`src/rtl/multi_key_led_ctrl.sv`:
```
// N-channel push-button front end: per-key 2-flop synchroniser, debounce and press
// detection, driving N LEDs in toggle, momentary or radio (one-hot group) mode.
module multi_key_led_ctrl #(
  parameter int N_KEYS          = 4,
  parameter int DEBOUNCE_CYCLES = 16,
  parameter int LED_ACTIVE_LOW  = 1
) (
  input  logic              clk_i,
  input  logic              rst_i,
  input  logic [N_KEYS-1:0] key_i,
  input  logic [1:0]        mode_i,
  input  logic              clr_i,
  output logic [N_KEYS-1:0] led_o,
  output logic [N_KEYS-1:0] led_state_o,
  output logic [N_KEYS-1:0] press_o,
  output logic [N_KEYS-1:0] key_db_o
);

  localparam int              CNT_W    = $clog2(DEBOUNCE_CYCLES + 1);
  localparam logic [CNT_W-1:0] CNT_LAST = CNT_W'(DEBOUNCE_CYCLES - 1);
  localparam logic [CNT_W-1:0] CNT_ONE  = CNT_W'(1);

  typedef enum logic [1:0] {
    MODE_TOGGLE    = 2'b00,
    MODE_MOMENTARY = 2'b01,
    MODE_RADIO     = 2'b10,
    MODE_RSVD      = 2'b11
  } mode_e;

  mode_e mode;
  assign mode = mode_e'(mode_i);

  // One-hot of the lowest set bit; used so simultaneous radio presses resolve to lowest index.
  function automatic logic [N_KEYS-1:0] lowest_onehot(input logic [N_KEYS-1:0] v);
    logic [N_KEYS-1:0] r;
    logic              found;
    r     = '0;
    found = 1'b0;
    for (int i = 0; i < N_KEYS; i++) begin
      if (v[i] && !found) begin
        r[i]  = 1'b1;
        found = 1'b1;
      end
    end
    return r;
  endfunction

  logic [N_KEYS-1:0] s1_q, s2_q;
  logic [CNT_W-1:0]  cnt_q [N_KEYS];
  logic [CNT_W-1:0]  cnt_d [N_KEYS];
  logic [N_KEYS-1:0] db_q, db_d;
  logic [N_KEYS-1:0] db_prev_q;
  logic [N_KEYS-1:0] press_q, press_d;
  logic [N_KEYS-1:0] led_q, led_d;
  logic [N_KEYS-1:0] radio_sel;

  // Stage 0/1: synchroniser, released (high) out of reset so a held key is seen as a new press
  always_ff @(posedge clk_i or posedge rst_i) begin
    if (rst_i) begin
      s1_q <= '1;
      s2_q <= '1;
    end else begin
      s1_q <= key_i;
      s2_q <= s1_q;
    end
  end

  // Stage 2: debounce; db holds the pressed level (1 = pressed)
  always_comb begin
    db_d = db_q;
    for (int i = 0; i < N_KEYS; i++) begin
      cnt_d[i] = '0;
      if (~s2_q[i] != db_q[i]) begin
        if (cnt_q[i] == CNT_LAST) db_d[i] = ~s2_q[i];
        else                      cnt_d[i] = cnt_q[i] + CNT_ONE;
      end
    end
  end

  always_ff @(posedge clk_i or posedge rst_i) begin
    if (rst_i) begin
      for (int i = 0; i < N_KEYS; i++) cnt_q[i] <= '0;
      db_q      <= '0;
      db_prev_q <= '0;
    end else begin
      for (int i = 0; i < N_KEYS; i++) cnt_q[i] <= cnt_d[i];
      db_q      <= db_d;
      db_prev_q <= db_q;
    end
  end

  // Stage 3: press detection and LED state update share the same edge
  assign press_d   = db_q & ~db_prev_q;
  assign radio_sel = lowest_onehot(press_d);

  always_comb begin
    led_d = led_q;
    if (clr_i) begin
      led_d = '0;
    end else begin
      case (mode)
        MODE_MOMENTARY: led_d = db_d;
        MODE_RADIO: begin
          if (|press_d) led_d = (led_q == radio_sel) ? '0 : radio_sel;
        end
        default: led_d = led_q ^ press_d;
      endcase
    end
  end

  always_ff @(posedge clk_i or posedge rst_i) begin
    if (rst_i) begin
      press_q <= '0;
      led_q   <= '0;
    end else begin
      press_q <= press_d;
      led_q   <= led_d;
    end
  end

  assign led_o       = (LED_ACTIVE_LOW != 0) ? ~led_q : led_q;
  assign led_state_o = led_q;
  assign press_o     = press_q;
  assign key_db_o    = db_q;

endmodule

```
`config.mk`:
```
export PLATFORM = sky130hd
export DESIGN_NAME = multi_key_led_ctrl
export DESIGN_NICKNAME = d
export VERILOG_FILES = /design/src/rtl/multi_key_led_ctrl.sv
export SDC_FILE = /design/constraint.sdc
export NUM_CORES = 1
export LEC_CHECK = 0
export CAP_MARGIN = 20
export CORE_AREA = 2 2 44 87
export CTS_CLUSTER_SIZE = 16
export DETAILED_ROUTE_END_ITERATION = 12
export DIE_AREA = 0 0 46 89
export GPL_ROUTABILITY_DRIVEN = 0
export HOLD_SLACK_MARGIN = 0.05
export PLACE_DENSITY_LB_ADDON = 0.15
export SETUP_SLACK_MARGIN = 0.02
export SLEW_MARGIN = 30
export SYNTH_ARGS = -nofsm -noshare
export SYNTH_HDL_FRONTEND = slang
export SYNTH_SLANG_ARGS = --single-unit
```
`constraint.sdc`:
```
create_clock -name clk_i -period 4 [get_ports clk_i]
set_input_delay 0.4 -clock clk_i [delete_from_list [all_inputs] [get_ports clk_i]]
set_output_delay 0.4 -clock clk_i [all_outputs]
set_load 0.1 [all_outputs]
```
Yosys cells after proc, flatten, opt, wreduce, memory -nomap -nowiden
Index checks and enable logic that the tools add are counted.
{"block": "totals", "inputBits": 9, "out_inout_bits": 16, "regBits": 44, "wordCells": 67}
{"block": "classes", "eq_ne": 12, "addsub": 4, "n_bitwise": 8, "n_reduce_logical": 7, "mux": 26}
{"operator": "two-way mux 5 bit", "count": 8}
{"operator": "adder 5 x 1 -> 5 bit (second input constant)", "count": 4}
{"operator": "equality test 5 x 4 -> 1 bit (second input constant)", "count": 4}
{"operator": "two-way mux 1 bit", "count": 14}
{"operator": "two-way mux 4 bit", "count": 3}
{"operator": "inverter 4 bit", "count": 2}
{"operator": "one-hot mux 4 bit (2 select lines)", "count": 1}
{"operator": "AND 4 bit", "count": 1}
{"operator": "equality test 4 bit", "count": 1}
{"operator": "!= test 1 bit", "count": 4}
{"operator": "inverter 1 bit", "count": 4}
{"operator": "OR reduction 4 bit", "count": 1}
{"operator": "bitwise XOR 4 bit", "count": 1}
{"operator": "logical AND 1 bit", "count": 3}
{"operator": "logical NOT 1 bit", "count": 3}
{"operator": "!= test 3 bit (second input constant)", "count": 1}
{"operator": "equality test 2 x 1 -> 1 bit (second input constant)", "count": 1}
{"operator": "equality test 2 bit (second input constant)", "count": 1}

Longest topological paths before layout
Gate-level depths: netlist of the first run.
{"block": "depth", "word_depth": 17, "ltp_mapped": 7, "ltp_nobuf": 7}

Least setup slack after synthesis of the first run
No wires, ideal clock.
{"block": "synth_path", "kind": "register -> register", "from": "register led_q[2] (netlist: led_state_o[2])", "to": "register led_q[3] (netlist: led_state_o[3])", "slack_ps": 1480, "t_arrival_ps": 2388, "path_stages_with_launch": 6, "synth_period_minus_slack_ps": 2520, "path_cell_list": "dfrtp_1 inv_1 nor3_1 a31oi_1 o211ai_1 o211ai_2"}
{"block": "synth_between", "elab_chain_cells": 5}
{"element": "start, declared", "line_no": "54", "rtl": "logic [N_KEYS-1:0] led_q, led_d;"}
{"element": "start signal, assigned", "line_no": "117", "rtl": "led_q <= led_d;"}
{"element": "equality test 4 bit", "line_no": "104", "rtl": "if (|press_d) led_d = (led_q == radio_sel) ? '0 : radio_sel;"}
{"element": "two-way mux 4 bit (2 in series)", "line_no": "104"}
{"element": "one-hot mux 4 bit (2 select lines)", "line_no": "101", "rtl": "case (mode)"}
{"element": "two-way mux 4 bit", "line_no": "98", "rtl": "if (clr_i) begin"}
Every way passes these cells. The select of a mux whose other input is x is not followed.
A chain may end at the register's enable or synchronous reset.

Worst setup path in the final report of the first run
{"block": "layout_path", "from": "register led_q[3] (netlist: led_state_o[3])", "to": "output port led_o[3]"}
{"block": "layout_between", "elab_chain_cells": 1}
{"element": "inverter 4 bit", "line_no": "121", "rtl": "assign led_o = (LED_ACTIVE_LOW != 0) ? ~led_q : led_q;"}
{"element": "end, declared", "line_no": "13", "rtl": "output logic [N_KEYS-1:0] led_o,"}
Every way passes these cells.

==> Flow_metrics.wiki, run 1 <==
{| class="wikitable"
! Metric !! Value
|-
| Status || finished, final reports clean
|-
| Worst Setup Path Type || reg2out
|-
| Global-route wire length before repair || 6260 um
|-
| Wirelength, routed || 3610 um
|-
| Setup crit start kind || register
|-
| Antenna violations before repair || 0
|-
| Vertical extent of the die || 89 um
|-
| Critical R2R Launch || cnt_q[10]
|-
| First drt pass iteration count || 4
|-
| Proportion of power drawn by flip-flops and latches || 51.9%
|-
| Number of flops mapped to enable cells by yosys || 0
|-
| Post-cts hold buffer count || 0
|-
| Worst setup margin || 1.57 ns
|-
| Clock tree root driver cell || sky130_fd_sc_hd__clkbuf_8
|-
| Gr usage total || 21.1%
|-
| Layout Cell Area excl Fill || 2350 um2
|-
| Pins Over Slew Limit || 0
|-
| Reported max-cap violation count || 0
|-
| Aggregate global routing overflow || 0
|-
| Leakage power || 1.15 nW
|-
| Clock-pin slew on the worst setup and hold paths || 0.09 ns
|-
| Number of endpoints with negative hold slack in the final report || 0
|-
| Placed Instance Area || 2230 um2
|-
| Endpoints failing setup || 0
|-
| Residual antenna-violating net count after detailed routing || 0
|-
| Critical path endpoint category || output port
|-
| Endpoint of the worst register-to-register path || led_state_o[1]
|-
| Most used flip-flop cell after synthesis || sky130_fd_sc_hd__dfrtp_1
|-
| Via count of the first global-routing pass || 1489
|-
| Flip-flop and latch count after synthesis || 44
|-
| Setup slack of the worst register-to-register path || 2.38 ns
|-
| RSZ-0062 raised after global routing || no
|-
| Routed vias || 1357
|-
| Number of clock buffers inserted by TritonCTS || 5
|-
| Cell count after placement || 225
|-
| Overall power after layout || 0.920 mW
|-
| Share of post-route cells with drive strength above 1 || 15.4%
|-
| Tightest slew margin relative to the limit || 35.0%
|-
| Worst vdd ir || 0.355 mV
|-
| Setup TNS || 0 ns
|-
| Path class of the lowest-slack min-delay path || reg2reg
|-
| Depth of the worst hold-timing path || 0
|-
| Commonest non-fill, non-tap cells in the layout || 36 x sky130_fd_sc_hd__dfrtp_1, 24 x sky130_fd_sc_hd__clkdlybuf4s50_1, 14 x sky130_fd_sc_hd__inv_1
|-
| Row Count || 30
|-
| Post-synthesis cell type count || 42
|-
| Share of the clock period used by the worst path || 60.8%
|-
| Count of buffers inserted at the top-level ports || 24
|-
| Most frequent standard cell in the layout excluding fill and tap cells || sky130_fd_sc_hd__dfrtp_1
|-
| Post-Synthesis Net Count || 184
|-
| Final cell utilization of the core || 69.4%
|-
| Mapped Cells || 169
|-
| Area of the die || 4090 um2
|-
| CTS Sinks || 44
|-
| Transition time at the pin with the least slew margin || 0.971 ns
|-
| Crit. Startpoint || led_state_o[3]
|-
| Part of the power in combinational logic || 10.7%
|-
| Total inserted antenna cells || 0
|-
| Signal arrival time at the worst endpoint || 2.03 ns
|-
| Power density cells || 392 nW/um2
|-
| Post-DP HPWL || 2720 um
|-
| Count of filler cells inserted in the layout || 236
|-
| Beginning of the worst hold path || s1_q[1]
|-
| Net switching component of the power || 0.235 mW
|-
| Core area || 3380 um2
|-
| Ports || 25
|-
| Largest area contributor in the synthesized netlist || sky130_fd_sc_hd__dfrtp_1
|-
| Hold_ws || 0.346 ns
|-
| Floorplan die width || 46 um
|-
| Number of violations reported at the end of detailed-routing iteration 0 || 23
|-
| Req. time, crit path || 3.60 ns
|-
| YS warnings || 0
|-
| Hold Path Sink || s2_q[1]
|-
| Maximum number of pins on one net before global-route repair || 45
|-
| # H-tree levels || 2
|-
| Buffers from clock root to sink, at most || 2
|-
| Switching fraction of total power || 25.5%
|-
| Pre-CTS setup slack || 1.74 ns
|-
| Crit path max fanout || 8
|-
| Part of the Yosys area used for sequential elements || 57.0%
|-
| Cell depth of the worst flop-to-flop path || 6
|-
| Synthesis-to-layout area growth || 20.4%
|-
| # nets final || 215
|-
| Area fraction of the dominant cell type after synthesis || 46.2%
|-
| Int Pwr || 0.686 mW
|-
| CTS tree || built
|-
| Share of flip-flops with an asynchronous set or reset after synthesis || 100%
|-
| Count of cells resized by post-cts repair || 0
|-
| Routed wire length per instance || 15.5 um
|-
| Synth top area cells || sky130_fd_sc_hd__dfrtp_1 46%, sky130_fd_sc_hd__dfstp_2 11%, sky130_fd_sc_hd__ha_1 3.9%
|-
| Maximum clock skew at final layout || 0.0119 ns
|-
| Mean instance size in the synthesized netlist || 11.5 um2
|-
| Post-CTS setup-driven buffer insertion count || 0
|-
| Final Instance Count excl. Fillers || 233
|-
| Time the final worst path needs with I/O delays and setup || 2.43 ns
|-
| Worst skew pair latency || 0.30 ns
|-
| Effective utilization at floorplan || 57.7%
|-
| Via/cell ratio || 5.82
|-
| Synthesized area || 1950 um2
|-
| DRC || 0
|-
| Max Clk Rate || 411 MHz
|-
| Proportion of power drawn by the clock network || 37.4%
|}
## synth_stat cells (2+ instances only)
cell type                  count
sky130_fd_sc_hd__o21ai_0       4
sky130_fd_sc_hd__xor2_1        8
sky130_fd_sc_hd__nor3_1        6
sky130_fd_sc_hd__a21oi_1       3
sky130_fd_sc_hd__mux2i_1       2
sky130_fd_sc_hd__ha_1          6
sky130_fd_sc_hd__and2_1        5
sky130_fd_sc_hd__o21ai_2       2
sky130_fd_sc_hd__dfstp_2       8
sky130_fd_sc_hd__nand2b_2      2
sky130_fd_sc_hd__a31oi_1       3
sky130_fd_sc_hd__nor2_1       13
sky130_fd_sc_hd__xnor2_1       6
sky130_fd_sc_hd__a211oi_1      2
sky130_fd_sc_hd__o31ai_1       2
sky130_fd_sc_hd__nand3_1       9
sky130_fd_sc_hd__o211ai_1      2
sky130_fd_sc_hd__and3_1        4
sky130_fd_sc_hd__inv_1        14
sky130_fd_sc_hd__dfrtp_1      36
sky130_fd_sc_hd__nand2_1      11
## worst max-delay path, cell delays in order, from the launching register on
cell                              delay (ns)
sky130_fd_sc_hd__dfrtp_1                0.48
sky130_fd_sc_hd__inv_1                  0.12
sky130_fd_sc_hd__clkdlybuf4s50_1        1.13
## registers in the layout, indices dropped and copies added, names as in the netlist
name         flops
cnt_q           20
key_db_o         4
led_state_o      4
press_o          4
db_prev_q        4
s1_q             4
s2_q             4
## final cells by class
cell class | count | area, um2 | area share, %
clock buffers | 5 | 68.8 | 2.93
clock inverters | 3 | 46.3 | 1.97
inverters | 15 | 56.3 | 2.40
multi-input cells | 109 | 776 | 33.1
well taps | 32 | 40.0 | 1.71
flip-flops and latches | 44 | 1110 | 47.4
repair buffers | 25 | 248 | 10.6
## cells by family after synthesis
| group | count (synthesis) | share of synthesized area, % |
|---|---|---|
| buffers and inverters | 16 | 3.15 |
| xor gates and xnor gates | 14 | 6.29 |
| AOI/OAI and AO/OA | 30 | 12.5 |
| and+or+nand+nor | 57 | 16.2 |
| muxes | 2 | 1.03 |
| adders and majority gates | 6 | 3.85 |
| DFF | 44 | 57.0 |
## power by group through the flow
stage | logic (mW) | registers (mW) | clock network [mW]
CTS | 0.0995 | 0.478 | 0.353
global placement | 0.0951 | 0.485 | 0
finish | 0.0983 | 0.478 | 0.344
detailed placement | 0.0991 | 0.487 | 0
floorplan | 0.0582 | 0.496 | 0
global route | 0.110 | 0.480 | 0.373
## worst max-delay path by stage
stage | depth (start not counted) | end | slack (ns)
2_1_floorplan | 5 | led_state_o[3] | 1.48
3_3_place_gp | 7 | led_state_o[2] | 1.81
3_5_place_dp | 7 | led_state_o[2] | 1.74
4_1_cts | 2 | led_o[3] | 1.55
5_1_grt | 2 | led_o[3] | 1.49
6_report | 2 | led_o[3] | 1.57
## per-layer routing
layer	part of all wire, %	GRT usage, %
met4	4.8	16.6
met1	36	22.1
met2	56	34.8
met3	2.9	4.24
met5	0	0
No activity file was read; power rests on OpenSTA's default activity.
==> run 2: changes to the inputs <==
--- a/config.mk
+++ b/config.mk
@@ -6,10 +6,10 @@
 export NUM_CORES = 1
 export LEC_CHECK = 0
 export CAP_MARGIN = 20
-export CORE_AREA = 2 2 44 87
+export CORE_AREA = 2 2 46 90
 export CTS_CLUSTER_SIZE = 16
 export DETAILED_ROUTE_END_ITERATION = 12
-export DIE_AREA = 0 0 46 89
+export DIE_AREA = 0 0 48 92
 export GPL_ROUTABILITY_DRIVEN = 0
 export HOLD_SLACK_MARGIN = 0.05
 export PLACE_DENSITY_LB_ADDON = 0.15
==> constraint.sdc (replaced) <==
create_clock -name clk_i -period 2.5 [get_ports clk_i]
set_input_delay 0.25 -clock clk_i [delete_from_list [all_inputs] [get_ports clk_i]]
set_output_delay 0.25 -clock clk_i [all_outputs]
set_load 0.1 [all_outputs]
==> Flow_metrics.wiki, run 2 (synthesis results as in run 1) <==
{| class="wikitable"
! Metric !! Value
|-
| Share of post-route cells with drive strength above 1 || 24.9% (+9.5 points)
|-
| Final Instance Count excl. Fillers || 252 (+8.2%)
|-
| Count of buffers inserted at the top-level ports || 24 (unchanged)
|-
| Via/cell ratio || 5.27 (-9.4%)
|-
| Share of the clock period used by the worst path || 70.7%
|-
| Number of violations reported at the end of detailed-routing iteration 0 || 14 (-39%)
|-
| Proportion of power drawn by flip-flops and latches || 57.1% (+5.2 points)
|-
| Max Clk Rate || 566 MHz
|-
| Setup slack of the worst register-to-register path || 0.93 ns (-1.45 ns)
|-
| Clock tree root driver cell || sky130_fd_sc_hd__clkbuf_8
|-
| Buffers from clock root to sink, at most || 2 (unchanged)
|-
| Depth of the worst hold-timing path || 0 (unchanged)
|-
| Pins Over Slew Limit || 0 (unchanged)
|-
| First drt pass iteration count || 4 (unchanged)
|-
| Routed vias || 1329 (-2.1%)
|-
| Setup TNS || 0 ns (unchanged)
|-
| Post-CTS setup-driven buffer insertion count || 0 (unchanged)
|-
| CTS tree || built
|-
| Path class of the lowest-slack min-delay path || reg2reg
|-
| Most frequent standard cell in the layout excluding fill and tap cells || sky130_fd_sc_hd__dfrtp_1
|-
| Beginning of the worst hold path || s1_q[2]
|-
| Wirelength, routed || 3310 um (-8.2%)
|-
| Via count of the first global-routing pass || 1347 (-9.5%)
|-
| Total inserted antenna cells || 0 (unchanged)
|-
| Pre-CTS setup slack || 0.420 ns (-1.32 ns)
|-
| Post-cts hold buffer count || 0 (unchanged)
|-
| Library cell contributing the largest single delay on the critical path || sky130_fd_sc_hd__clkdlybuf4s50_1
|-
| Critical R2R Launch || cnt_q[10]
|-
| Worst vdd ir || 0.601 mV (+69%)
|-
| Worst skew pair latency || 0.29 ns (about the same)
|-
| Maximum clock skew at final layout || 0.00874 ns (-0.00314 ns)
|-
| Routed wire length per instance || 13.2 um (-15%)
|-
| Vertical extent of the die || 92 um (+3.4%)
|-
| Floorplan die width || 48 um (+4.3%)
|-
| Critical path endpoint category || register
|-
| RSZ-0062 raised after global routing || no
|-
| Layout Cell Area excl Fill || 2310 um2 (-1.5%)
|-
| Number of clock buffers inserted by TritonCTS || 5 (unchanged)
|-
| Register containing the most flip-flops in the final layout || cnt_q
|-
| Gr usage total || 17.7% (-3.5 points)
|-
| Tightest slew margin relative to the limit || 64.2% (+29 points)
|-
| Maximum number of pins on one net before global-route repair || 45 (unchanged)
|-
| CTS Sinks || 44 (unchanged)
|-
| Placed Instance Area || 2220 um2 (-0.28%)
|-
| Status || finished, final reports clean
|-
| Clock-pin slew on the worst setup and hold paths || 0.07 ns (-0.02 ns)
|-
| Power density cells || 579 nW/um2 (+48%)
|-
| Commonest non-fill, non-tap cells in the layout || 34 x sky130_fd_sc_hd__dfrtp_1, 17 x sky130_fd_sc_hd__buf_4, 13 x sky130_fd_sc_hd__nor2_1
|-
| Hold_ws || 0.357 ns (+0.0109 ns)
|-
| Int Pwr || 0.989 mW (+44%)
|-
| Leakage power || 1.15 nW (+0.57%)
|-
| Proportion of power drawn by the clock network || 31.4% (-6.0 points)
|-
| Post-DP HPWL || 2520 um (-7.5%)
|-
| Req. time, crit path || 2.67 ns (-0.93 ns)
|-
| Synthesis-to-layout area growth || 18.6%
|-
| CP bufs+invs || 3 (+1)
|-
| Time the final worst path needs with I/O delays and setup || 1.77 ns
|-
| Worst setup margin || 0.734 ns (-0.832 ns)
|-
| Switching fraction of total power || 26.1% (+0.56 points)
|-
| Aggregate global routing overflow || 0 (unchanged)
|-
| Crit path max fanout || 9 (+1)
|-
| Core area || 3800 um2 (+13%)
|-
| Max reg flops || 20 (unchanged)
|-
| Worst Setup Path Type || in2reg
|-
| Row Count || 32 (+6.7%)
|-
| Transition time at the pin with the least slew margin || 0.536 ns (-0.435 ns)
|-
| Ports || 25 (unchanged)
|-
| Setup crit start kind || primary input
|-
| Global-route wire length before repair || 5630 um (-10%)
|-
| # nets final || 215 (unchanged)
|-
| Overall power after layout || 1.34 mW (+45%)
|-
| Cell depth of the worst flop-to-flop path || 6 (unchanged)
|-
| Endpoint of the worst register-to-register path || led_state_o[1]
|-
| Final cell utilization of the core || 60.7% (-8.7 points)
|-
| Reported max-cap violation count || 0 (unchanged)
|-
| Residual antenna-violating net count after detailed routing || 0 (unchanged)
|-
| Effective utilization at floorplan || 51.2% (-6.4 points)
|-
| Cell count after placement || 244 (+8.4%)
|-
| Area of the die || 4420 um2 (+7.9%)
|-
| Cell class contributing the biggest share of worst-path delay || buffers and inverters
|-
| Hold Path Sink || s2_q[2]
|-
| Delay of the slowest cell on the worst path || 0.48 ns (-0.65 ns)
|-
| Most common cell type on the critical path || sky130_fd_sc_hd__inv_1
|-
| Count of cells resized by post-cts repair || 0 (unchanged)
|-
| Number of endpoints with negative hold slack in the final report || 0 (unchanged)
|-
| Signal arrival time at the worst endpoint || 1.93 ns (-0.10 ns)
|-
| # H-tree levels || 2 (unchanged)
|-
| Antenna violations before repair || 0 (unchanged)
|-
| DRC || 0 (unchanged)
|-
| Part of the power in combinational logic || 11.5% (+0.8 points)
|-
| Critical path, cell by cell || clkdlybuf4s50_1 -> inv_1 -> ha_1 -> inv_1 -> and4b_2 -> o31ai_1 -> nand3_1
|-
| Net switching component of the power || 0.349 mW (+49%)
|-
| Endpoints failing setup || 0 (unchanged)
|}
run 2: cell types whose count changed in the layout (fill, tap and decap cells not counted):
cell                              change
sky130_fd_sc_hd__dfrtp_2              +2
sky130_fd_sc_hd__clkdlybuf4s50_1     -16
sky130_fd_sc_hd__clkinv_2             +1
sky130_fd_sc_hd__bufinv_16            -1
sky130_fd_sc_hd__clkbuf_1             +1
sky130_fd_sc_hd__clkinvlp_4           +2
sky130_fd_sc_hd__inv_1                -2
sky130_fd_sc_hd__buf_4               +16
sky130_fd_sc_hd__dfrtp_1              -2
sky130_fd_sc_hd__inv_6                -1
run 2: layout make-up:
cell class / count / area, um2
clock buffer: 6 / 72.6
multi-input combinational: 109 / 776
tap: 51 / 63.8
sequential: 44 / 1110
timing repair buffer: 25 / 208
inverter: 15 / 63.8
fill: 324 / 1490
clock inverter: 2 / 12.5
run 2: worst max path at each step:
stage / from / end / cells past startpoint
after floorplan: led_state_o[3] / led_state_o[3] / 3
after global placement: mode_i[0] / led_state_o[2] / 7
after detailed placement: mode_i[0] / led_state_o[2] / 7
after CTS: mode_i[0] / led_state_o[2] / 7
after global routing: mode_i[0] / led_state_o[2] / 7
final: mode_i[0] / led_state_o[2] / 7
run 2: worst reg2reg max path, stage by stage, from the launching register on:
cell                       delay, ns
sky130_fd_sc_hd__dfrtp_1        0.38
sky130_fd_sc_hd__ha_1           0.21
sky130_fd_sc_hd__nand4b_1       0.17
sky130_fd_sc_hd__mux2i_1        0.19
sky130_fd_sc_hd__a21oi_1        0.17
sky130_fd_sc_hd__o21ai_1        0.08
sky130_fd_sc_hd__a32o_1         0.25
run 2: power groups by stage:
stage          Clock, mW  Combinational (mW)  Sequential [mW]
4_1_cts            0.448               0.155            0.765
3_5_place_dp           0               0.155            0.779
2_1_floorplan          0              0.0931            0.794
3_3_place_gp           0               0.151            0.777
6_report           0.420               0.153            0.764
5_1_grt            0.478               0.170            0.768
run 2: per-layer routing:
metal  up-vias  part of all wire, %  track usage, %  wire [um]
met5         -                    0               0          0
met2        26                   56            29.0       1860
met1       652                   38            19.8       1270
li1        643                    -               -          -
met3         8                  2.5            3.54         84
met4         0                  2.8            9.91         94
